**config.mk**
```make
export PLATFORM = sky130hd
export DESIGN_NAME = pcileech_tx_arbiter
export DESIGN_NICKNAME = d
export VERILOG_FILES = /design/src/rtl/pcileech_tx_arbiter.sv
export SDC_FILE = /design/constraint.sdc
export NUM_CORES = 1
export LEC_CHECK = 0
export CORE_MARGIN = 2
export CORE_UTILIZATION = 48
export DETAILED_ROUTE_END_ITERATION = 8
export PLACE_DENSITY = 0.76
export SLEW_MARGIN = 25
export SYNTH_ARGS = -nofsm -noshare
export SYNTH_HDL_FRONTEND = slang
export SYNTH_SLANG_ARGS = --single-unit
```
**constraint.sdc**
```tcl
create_clock -name user_clk -period 3.3 [get_ports user_clk]
set_input_delay 0.33 -clock user_clk [delete_from_list [all_inputs] [get_ports user_clk]]
set_output_delay 0.33 -clock user_clk [all_outputs]
set_load 0.02 [all_outputs]
```
**src/rtl/pcileech_tx_arbiter.sv**
```systemverilog
// rtl/pcileech_tx_arbiter.sv - shares the 64-bit FT601 word path between TLP and cfg response streams
// cfg words are held in a small FIFO; a multi-word TLP locks the path until its last word (bit 10).
module pcileech_tx_arbiter #(
  parameter int CFG_DEPTH = 4,
  parameter int CNT_W     = 16
) (
  input  logic                       user_clk,
  input  logic                       user_reset_n,
  input  logic [63:0]                tlp_data,
  input  logic                       tlp_valid,
  output logic                       tlp_ready,
  input  logic [63:0]                cfg_data,
  input  logic                       cfg_valid,
  output logic [63:0]                out_data,
  output logic                       out_valid,
  input  logic                       out_ready,
  output logic [$clog2(CFG_DEPTH):0] cfg_level,
  output logic [CNT_W-1:0]           cfg_drop_cnt
);

  localparam int AW = $clog2(CFG_DEPTH);
  localparam logic [AW:0] LVL_FULL = (AW+1)'(CFG_DEPTH);
  localparam logic [AW:0] LVL_ONE  = (AW+1)'(1);

  typedef enum logic {ST_IDLE, ST_TLP_LOCK} state_t;
  typedef enum logic {GNT_CFG, GNT_TLP} grant_t;

  state_t           state_q, state_d;
  grant_t           last_grant_q, last_grant_d;
  logic [63:0]      fifo_mem_q [CFG_DEPTH];
  logic [AW-1:0]    wr_ptr_q, wr_ptr_d;
  logic [AW-1:0]    rd_ptr_q, rd_ptr_d;
  logic [AW:0]      level_q, level_d;
  logic [CNT_W-1:0] drop_q, drop_d;
  logic [63:0]      out_data_q, out_data_d;
  logic             out_valid_q, out_valid_d;

  logic load_en, fifo_empty, fifo_full;
  logic tlp_fire, cfg_pop, cfg_push, cfg_drop;

  // tlp_ready must not depend on tlp_valid, so it is derived from the grant rule alone.
  always_comb begin
    load_en    = !out_valid_q || out_ready;
    fifo_empty = (level_q == '0);
    fifo_full  = (level_q == LVL_FULL);
    tlp_ready  = 1'b0;
    if (user_reset_n && load_en)
      tlp_ready = (state_q == ST_TLP_LOCK) || fifo_empty || (last_grant_q == GNT_CFG);
    tlp_fire = tlp_valid && tlp_ready;
    cfg_pop  = (state_q == ST_IDLE) && load_en && !fifo_empty && !tlp_fire;
    cfg_push = cfg_valid && (!fifo_full || cfg_pop);
    cfg_drop = cfg_valid && fifo_full && !cfg_pop;
  end

  always_comb begin
    wr_ptr_d = wr_ptr_q;
    rd_ptr_d = rd_ptr_q;
    level_d  = level_q;
    drop_d   = drop_q;
    if (cfg_push) wr_ptr_d = wr_ptr_q + AW'(1);
    if (cfg_pop)  rd_ptr_d = rd_ptr_q + AW'(1);
    case ({cfg_push, cfg_pop})
      2'b10:   level_d = level_q + LVL_ONE;
      2'b01:   level_d = level_q - LVL_ONE;
      default: level_d = level_q;
    endcase
    if (cfg_drop && (drop_q != '1)) drop_d = drop_q + CNT_W'(1);
  end

  always_comb begin
    state_d      = state_q;
    last_grant_d = last_grant_q;
    out_valid_d  = out_valid_q;
    out_data_d   = out_data_q;
    if (tlp_fire) begin
      out_valid_d = 1'b1;
      out_data_d  = tlp_data;
      if (tlp_data[10]) begin
        state_d      = ST_IDLE;
        last_grant_d = GNT_TLP;
      end else begin
        state_d = ST_TLP_LOCK;
      end
    end else if (cfg_pop) begin
      out_valid_d  = 1'b1;
      out_data_d   = fifo_mem_q[rd_ptr_q];
      last_grant_d = GNT_CFG;
    end else if (out_ready) begin
      out_valid_d = 1'b0;
    end
  end

  always_ff @(posedge user_clk or negedge user_reset_n) begin
    if (!user_reset_n) begin
      state_q      <= ST_IDLE;
      last_grant_q <= GNT_CFG;
      wr_ptr_q     <= '0;
      rd_ptr_q     <= '0;
      level_q      <= '0;
      drop_q       <= '0;
      out_data_q   <= '0;
      out_valid_q  <= 1'b0;
    end else begin
      state_q      <= state_d;
      last_grant_q <= last_grant_d;
      wr_ptr_q     <= wr_ptr_d;
      rd_ptr_q     <= rd_ptr_d;
      level_q      <= level_d;
      drop_q       <= drop_d;
      out_data_q   <= out_data_d;
      out_valid_q  <= out_valid_d;
    end
  end

  // Storage only; validity is tracked by the pointers and level.
  always_ff @(posedge user_clk) begin
    if (cfg_push) fifo_mem_q[wr_ptr_q] <= cfg_data;
  end

  assign out_data     = out_data_q;
  assign out_valid    = out_valid_q;
  assign cfg_level    = level_q;
  assign cfg_drop_cnt = drop_q;

endmodule

```
# Word level (Yosys, flattened, before mapping)
# Memory sizes are Yosys's and may differ from the RTL's.
# Cells that the tools add are included.
# op_classes
n_addsub	5
n_eq_ne	5
n_mux	13
bitwise_logic	2
n_reduce_logical	23
# op_table
operator	count
64-bit 2-to-1 mux	2
16-bit by 1-bit adder with 16-bit output, second input constant	1
16-bit inequality test, second input constant	1
1-bit 2-to-1 mux	10
1-bit logical AND	9
3-bit one-hot mux with 2 select lines	1
1-bit zero test	5
2-bit by 1-bit adder with 2-bit output, second input constant	2
1-bit logical OR	4
2-bit nonzero test	2
3-bit by 1-bit adder with 3-bit output, second input constant	1
3-bit equality test, second input constant	1
3-bit zero test	1
3-bit nonzero test	1
3-bit by 1-bit subtractor with 3-bit output, second input constant	1
2-bit by 1-bit equality test with 1-bit output, second input constant	1
2-bit equality test, second input constant	1
2-bit inequality test, second input constant	1
1-bit NOT	2
2-bit AND reduction	1
# word_totals
reg_bits	90
mem_bits_rw	256
in_bits	133
out_inout_bits	85
word_cells	57
memories	1
# memory_table
name	depth	width	read_ports	rd_ports_with_merged_regs	wr	line	source
fifo_mem_q	4	64	1	0	1	30	logic [63:0] fifo_mem_q [CFG_DEPTH];

# Logic depth before layout (Yosys ltp)
# logic_depth
word_depth	11
ltp_mapped	8
mapped_depth_nobuf	8

# Worst setup path after synthesis
# OpenSTA, ideal clock, no wires.
# synth_path
kind	register -> register
from	reg level_q[2] (netlist: cfg_level[2])
to	mem fifo_mem_q[0][0] (enable)
setup_time_ns	0.429
arrival_ns	2.877
t_required_ns	2.871
slack_ns	-0.006
path_stages_with_launch	5
path_buffers	0
synth_period_minus_slack_ns	3.306
path_cell_list	dfrtp_1 -> nor3_4 -> nor4_4 -> o21a_1 -> and2_1
# synth_via
elab_chain_len	11
word_cells_on_any_way	15
classes_between	eq/ne (1); mux (3); reduce/logical (11)
# synth_rtl
item	line	source
start: declaration	33	logic [AW:0] level_q, level_d;
start signal: assignment	108	level_q <= level_d;
3-bit zero test	44	fifo_empty = (level_q == '0);
1-bit logical OR (2 in a row)	48	tlp_ready = (state_q == ST_TLP_LOCK) || fifo_empty || (last_grant_q == GNT_CFG);
1-bit 2-to-1 mux	47	if (user_reset_n && load_en)
1-bit logical AND	49	tlp_fire = tlp_valid && tlp_ready;
1-bit zero test	50	cfg_pop = (state_q == ST_IDLE) && load_en && !fifo_empty && !tlp_fire;
1-bit logical AND	50	
1-bit logical OR (*)	51	cfg_push = cfg_valid && (!fifo_full || cfg_pop);
1-bit logical AND (*)	51	
1-bit 2-to-1 mux (*)	117	if (cfg_push) fifo_mem_q[wr_ptr_q] <= cfg_data;
1-bit 2-to-1 mux (not written as such) (*)	117	
end: declaration	30	
# Mark *: on every way between the ends. The rest lies on a longest branch, timed or not.

# Worst setup path after layout
# layout_path
from	reg level_q[0] (netlist: cfg_level[0])
to	out tlp_ready
# layout_via
elab_chain_len	4
# layout_rtl
item	line	source
3-bit zero test	44	
1-bit logical OR (2 in a row)	48	
1-bit 2-to-1 mux	47	
end: declaration	11	output logic tlp_ready,
# Every way passes these cells.

==> impl_metrics.prom <==
# TYPE chip_impl_metric gauge
chip_impl_metric{name="utilization",unit="%"} 62.6
chip_impl_metric{name="htree_num_levels",unit=""} 2
chip_impl_info{name="min_to",value="out_data[0]$_DFFE_PN0P_"} 1
chip_impl_metric{name="yosysWarnings",unit=""} 0
chip_impl_info{name="cts_root_buffer",value="sky130_fd_sc_hd__clkbuf_16"} 1
chip_impl_metric{name="final_cell_area",unit="mm²"} 0.0174
chip_impl_metric{name="setup_total_negative_slack",unit="ps"} 0
chip_impl_metric{name="crit_arrival",unit="ps"} 2250
chip_impl_info{name="ys_dominant_reg_cell",value="sky130_fd_sc_hd__edfxtp_1"} 1
chip_impl_metric{name="synth_fp_nets",unit=""} 878
chip_impl_metric{name="clk_lat_worst_skew",unit="ps"} 510
chip_impl_metric{name="slew_headroom",unit="%"} 33.0
chip_impl_metric{name="final_antenna_net_count",unit=""} 0
chip_impl_metric{name="finClkSkew",unit="ps"} 8.36
chip_impl_metric{name="detailedRoute.firstPassIterationCount",unit=""} 5
chip_impl_metric{name="postCtsSetupBuffers",unit=""} 0
chip_impl_info{name="netlist_top_cells_area",value="sky130_fd_sc_hd__edfxtp_1 (57%), sky130_fd_sc_hd__dfrtp_1 (17%), sky130_fd_sc_hd__mux4_2 (11%), sky130_fd_sc_hd__mux2i_1 (4.7%), sky130_fd_sc_hd__o21ai_0 (2.5%)"} 1
chip_impl_metric{name="reg2reg_depth",unit=""} 7
chip_impl_metric{name="groute.usage.overall",unit="%"} 18.7
chip_impl_metric{name="io_pins",unit=""} 218
chip_impl_info{name="rsz0062_at_grt",value="no"} 1
chip_impl_metric{name="post_synth_num_cell_types",unit=""} 41
chip_impl_metric{name="synth_enable_flop_cells",unit=""} 256
chip_impl_info{name="rr_startpoint",value="cfg_level[2]$_DFFE_PN0P_"} 1
chip_impl_info{name="status",value="complete, no violations"} 1
chip_impl_metric{name="drtIter0Drc",unit=""} 451
chip_impl_metric{name="vias",unit=""} 7309
chip_impl_info{name="tritoncts",value="built"} 1
chip_impl_info{name="synth_common_cells",value="sky130_fd_sc_hd__edfxtp_1 (256), sky130_fd_sc_hd__dfrtp_1 (90), sky130_fd_sc_hd__nand2_1 (74), sky130_fd_sc_hd__o21ai_0 (67)"} 1
chip_impl_metric{name="drt_drc_violations_left",unit=""} 0
chip_impl_metric{name="p_seq_share",unit="%"} 43.0
chip_impl_info{name="critPathKind",value="flop to output pin"} 1
chip_impl_metric{name="cell_pwr_density",unit="mW/mm²"} 882
chip_impl_metric{name="wirelength",unit="mm"} 27.2
chip_impl_metric{name="flops_latches_synth",unit=""} 346
chip_impl_metric{name="synth-seq-area-share",unit="%"} 73.7
chip_impl_metric{name="clkTransAtPathRegs",unit="ps"} 60
chip_impl_metric{name="synthesis.area_per_instance",unit="µm²"} 18.3
chip_impl_metric{name="critical_path_required",unit="ps"} 2970
chip_impl_metric{name="post_drt_via_cell_ratio",unit=""} 5.29
chip_impl_info{name="critical_path.startpoint_type",value="flop"} 1
chip_impl_metric{name="wire_length_of_the_first_global_routing_pass",unit="mm"} 41.7
chip_impl_metric{name="die_width",unit="µm"} 172
chip_impl_metric{name="grt.overflow.total",unit=""} 0
chip_impl_metric{name="max_slew.worst_pin.slew",unit="ps"} 1000
chip_impl_metric{name="die_area",unit="mm²"} 0.0295
chip_impl_metric{name="report.final.setup_viol",unit=""} 0
chip_impl_metric{name="cts_max_path_buffers",unit=""} 3
chip_impl_metric{name="dpl.hpwl",unit="mm"} 16.9
chip_impl_metric{name="leakagePower",unit="µW"} 0.00599
chip_impl_metric{name="grt_start_max_net_pins",unit=""} 79
chip_impl_metric{name="switching_pwr",unit="µW"} 4630
chip_impl_metric{name="place_congestion",unit=""} 0.767
chip_impl_metric{name="sw_frac_of_total",unit="%"} 30.2
chip_impl_metric{name="drv_slew",unit=""} 0
chip_impl_metric{name="netlist_area",unit="mm²"} 0.0135
chip_impl_metric{name="timing_hold_violations_final",unit=""} 0
chip_impl_metric{name="vias_in_the_first_global_route",unit=""} 7614
chip_impl_info{name="worst_r2r_endpoint",value="cfg_level[2]$_DFFE_PN0P_"} 1
chip_impl_metric{name="p_comb_share",unit="%"} 31.2
chip_impl_metric{name="placedInstanceArea",unit="mm²"} 0.0162
chip_impl_metric{name="drive_above_1_share",unit="%"} 14.5
chip_impl_info{name="timing.critical_path.to_type",value="output pin"} 1
chip_impl_info{name="startpoint_of_the_most_critical_hold_path",value="tlp_data[0]"} 1
chip_impl_metric{name="maxCapViolations",unit=""} 0
chip_impl_metric{name="place.port_buffers",unit=""} 217
chip_impl_metric{name="fp.coreArea",unit="mm²"} 0.0277
chip_impl_metric{name="floorplan.initialDensity",unit="%"} 48.7
chip_impl_metric{name="std_cell_rows",unit=""} 61
chip_impl_metric{name="worst-path-max-fanout",unit=""} 6
chip_impl_metric{name="tritoncts_num_sinks",unit=""} 346
chip_impl_metric{name="clock.fmax",unit="MHz"} 388
chip_impl_info{name="yosys.cell_count.top_type",value="sky130_fd_sc_hd__edfxtp_1"} 1
chip_impl_metric{name="layout_min_cycle_time",unit="ps"} 2580
chip_impl_metric{name="cts_made_buffers",unit=""} 37
chip_impl_metric{name="finalCritPeriodShare",unit="%"} 78.2
chip_impl_metric{name="irDropWorstVdd",unit="mV"} 0.448
chip_impl_metric{name="synth_largest_type_area_fraction",unit="%"} 57.0
chip_impl_metric{name="avgRoutedWirePerCell",unit="µm"} 19.7
chip_impl_metric{name="count_of_mapped_cells_out_of_synthesis",unit=""} 739
chip_impl_info{name="timing.hold.worst.class",value="input port to flop"} 1
chip_impl_metric{name="area_growth_syn_to_layout",unit="%"} 28.6
chip_impl_metric{name="fill_cells",unit=""} 1971
chip_impl_metric{name="synthArstFlopShare",unit="%"} 26.0
chip_impl_metric{name="min_delay_path_depth",unit=""} 3
chip_impl_metric{name="share_clk_of_total_power",unit="%"} 25.8
chip_impl_info{name="synth_top_area_cell",value="sky130_fd_sc_hd__edfxtp_1"} 1
chip_impl_metric{name="antenna_found_initial",unit=""} 2
chip_impl_metric{name="cellInternalPower",unit="µW"} 10700
chip_impl_metric{name="reg2reg_slack",unit="ps"} 880
chip_impl_metric{name="die-height",unit="µm"} 172
chip_impl_metric{name="finish.net_count",unit=""} 1113
[layer usage]
layer  wire length [µm]  GRT usage [%]
met1              11500           24.5
met2              13200           30.9
met3               1870           4.62
met4                584           5.93
met5                 13              0
[power groups by stage]
| stage | Sequential [µW] | Clock, µW | Combinational, µW |
|---|---|---|---|
| after floorplan | 6860 | 0 | 2610 |
| after global placement | 6630 | 0 | 4780 |
| after detailed placement | 6680 | 0 | 4840 |
| after CTS | 6600 | 4050 | 4870 |
| after global routing | 6710 | 4220 | 5180 |
| final | 6580 | 3960 | 4780 |
[flip-flops by register name (all words and copies together), names as in the netlist]
register,cells
cfg_drop_cnt,16
cfg_level,3
fifo_mem_q,256
last_grant_q,1
out_data,64
out_valid,1
rd_ptr_q,2
state_q,1
wr_ptr_q,2
[per-stage QoR]
| stage | power [µW] | hold slack [ps] | cells | setup slack [ps] |
|---|---|---|---|---|
| after floorplan | 9470 | 34.4 | 739 | 692 |
| after global placement | 11400 | 449 | 1312 | 578 |
| after detailed placement | 11500 | 462 | 1312 | 571 |
| after CTS | 15500 | 353 | 1381 | 679 |
| after global routing | 16100 | 375 | 1381 | 635 |
| final | 15300 | 376 | 1382 | 720 |
[cell families (layout without fill, tap and decap cells)]
| group | count (synthesis) | in the layout | synth area share, % |
|---|---|---|---|
| buffers and inverters | 44 | 308 | 1.55 |
| other | 0 | 1 | 0 |
| xor gates and xnor gates | 18 | 18 | 1.17 |
| adders and majority gates | 6 | 6 | 0.612 |
| and+or+nand+nor | 117 | 117 | 4.10 |
| DFF | 346 | 346 | 73.7 |
| muxes | 129 | 129 | 15.5 |
| AOI/OAI and AO/OA | 79 | 79 | 3.41 |
[critical path, cell delays in order, from the launching register on]
cell	delay [ps]
sky130_fd_sc_hd__dfrtp_1	450
sky130_fd_sc_hd__nor3_4	400
sky130_fd_sc_hd__o311a_1	230
sky130_fd_sc_hd__clkdlybuf4s50_1	660
[layout make-up]
type / instances / area (µm²) / area share [%]
diodes: 1 / 2.50 / 0.0144
clock buffers: 55 / 1060 / 6.09
clock inverters: 13 / 116 / 0.671
inverters: 7 / 26.3 / 0.151
well taps: 378 / 473 / 2.73
repair buffers: 233 / 2370 / 13.6
multi-input cells: 349 / 3360 / 19.4
flip-flops and latches: 346 / 9950 / 57.3
[worst max path at each step]
stage,slack (ps),start,depth (start not counted),endpoint
2_1_floorplan,690,cfg_level[2]$_DFFE_PN0P_,4,fifo_mem_q[0][0]$_DFFE_PP_
3_3_place_gp,580,tlp_valid,8,cfg_level[2]$_DFFE_PN0P_
3_5_place_dp,570,out_ready,8,cfg_level[2]$_DFFE_PN0P_
4_1_cts,680,cfg_level[0]$_DFFE_PN0P_,3,tlp_ready
5_1_grt,640,cfg_level[0]$_DFFE_PN0P_,3,tlp_ready
6_report,720,cfg_level[0]$_DFFE_PN0P_,3,tlp_ready
[repair_timing]
item	4_1_cts	5_1_grt
hold endpoints to repair	39	0
hold buffers	1	0
gates resized for setup	0	0
setup endpoints to repair	0	0
[layout by cell type, fill, tap and decap left out, types with 3 or more instances in the layout]
cell type | synthesis | routed
sky130_fd_sc_hd__and3_1 | 4 | 4
sky130_fd_sc_hd__dfrtp_1 | 90 | 88
sky130_fd_sc_hd__nand2_1 | 74 | 74
sky130_fd_sc_hd__buf_4 | 1 | 10
sky130_fd_sc_hd__mux2i_1 | 64 | 64
sky130_fd_sc_hd__clkinv_2 | 0 | 5
sky130_fd_sc_hd__ha_1 | 5 | 5
sky130_fd_sc_hd__nor3_1 | 4 | 3
sky130_fd_sc_hd__buf_12 | 0 | 6
sky130_fd_sc_hd__nor2_1 | 5 | 5
sky130_fd_sc_hd__nand4_1 | 5 | 5
sky130_fd_sc_hd__o21ai_0 | 67 | 67
sky130_fd_sc_hd__clkbuf_1 | 9 | 14
sky130_fd_sc_hd__mux4_2 | 64 | 64
sky130_fd_sc_hd__clkbuf_16 | 0 | 39
sky130_fd_sc_hd__nand3_1 | 10 | 10
sky130_fd_sc_hd__clkinv_1 | 0 | 4
sky130_fd_sc_hd__and2_4 | 0 | 5
sky130_fd_sc_hd__edfxtp_1 | 256 | 256
sky130_fd_sc_hd__inv_1 | 7 | 7
sky130_fd_sc_hd__xnor2_1 | 16 | 16
sky130_fd_sc_hd__a21oi_1 | 3 | 3
sky130_fd_sc_hd__clkdlybuf4s50_1 | 0 | 216
Power figures use the tool's default switching activity.
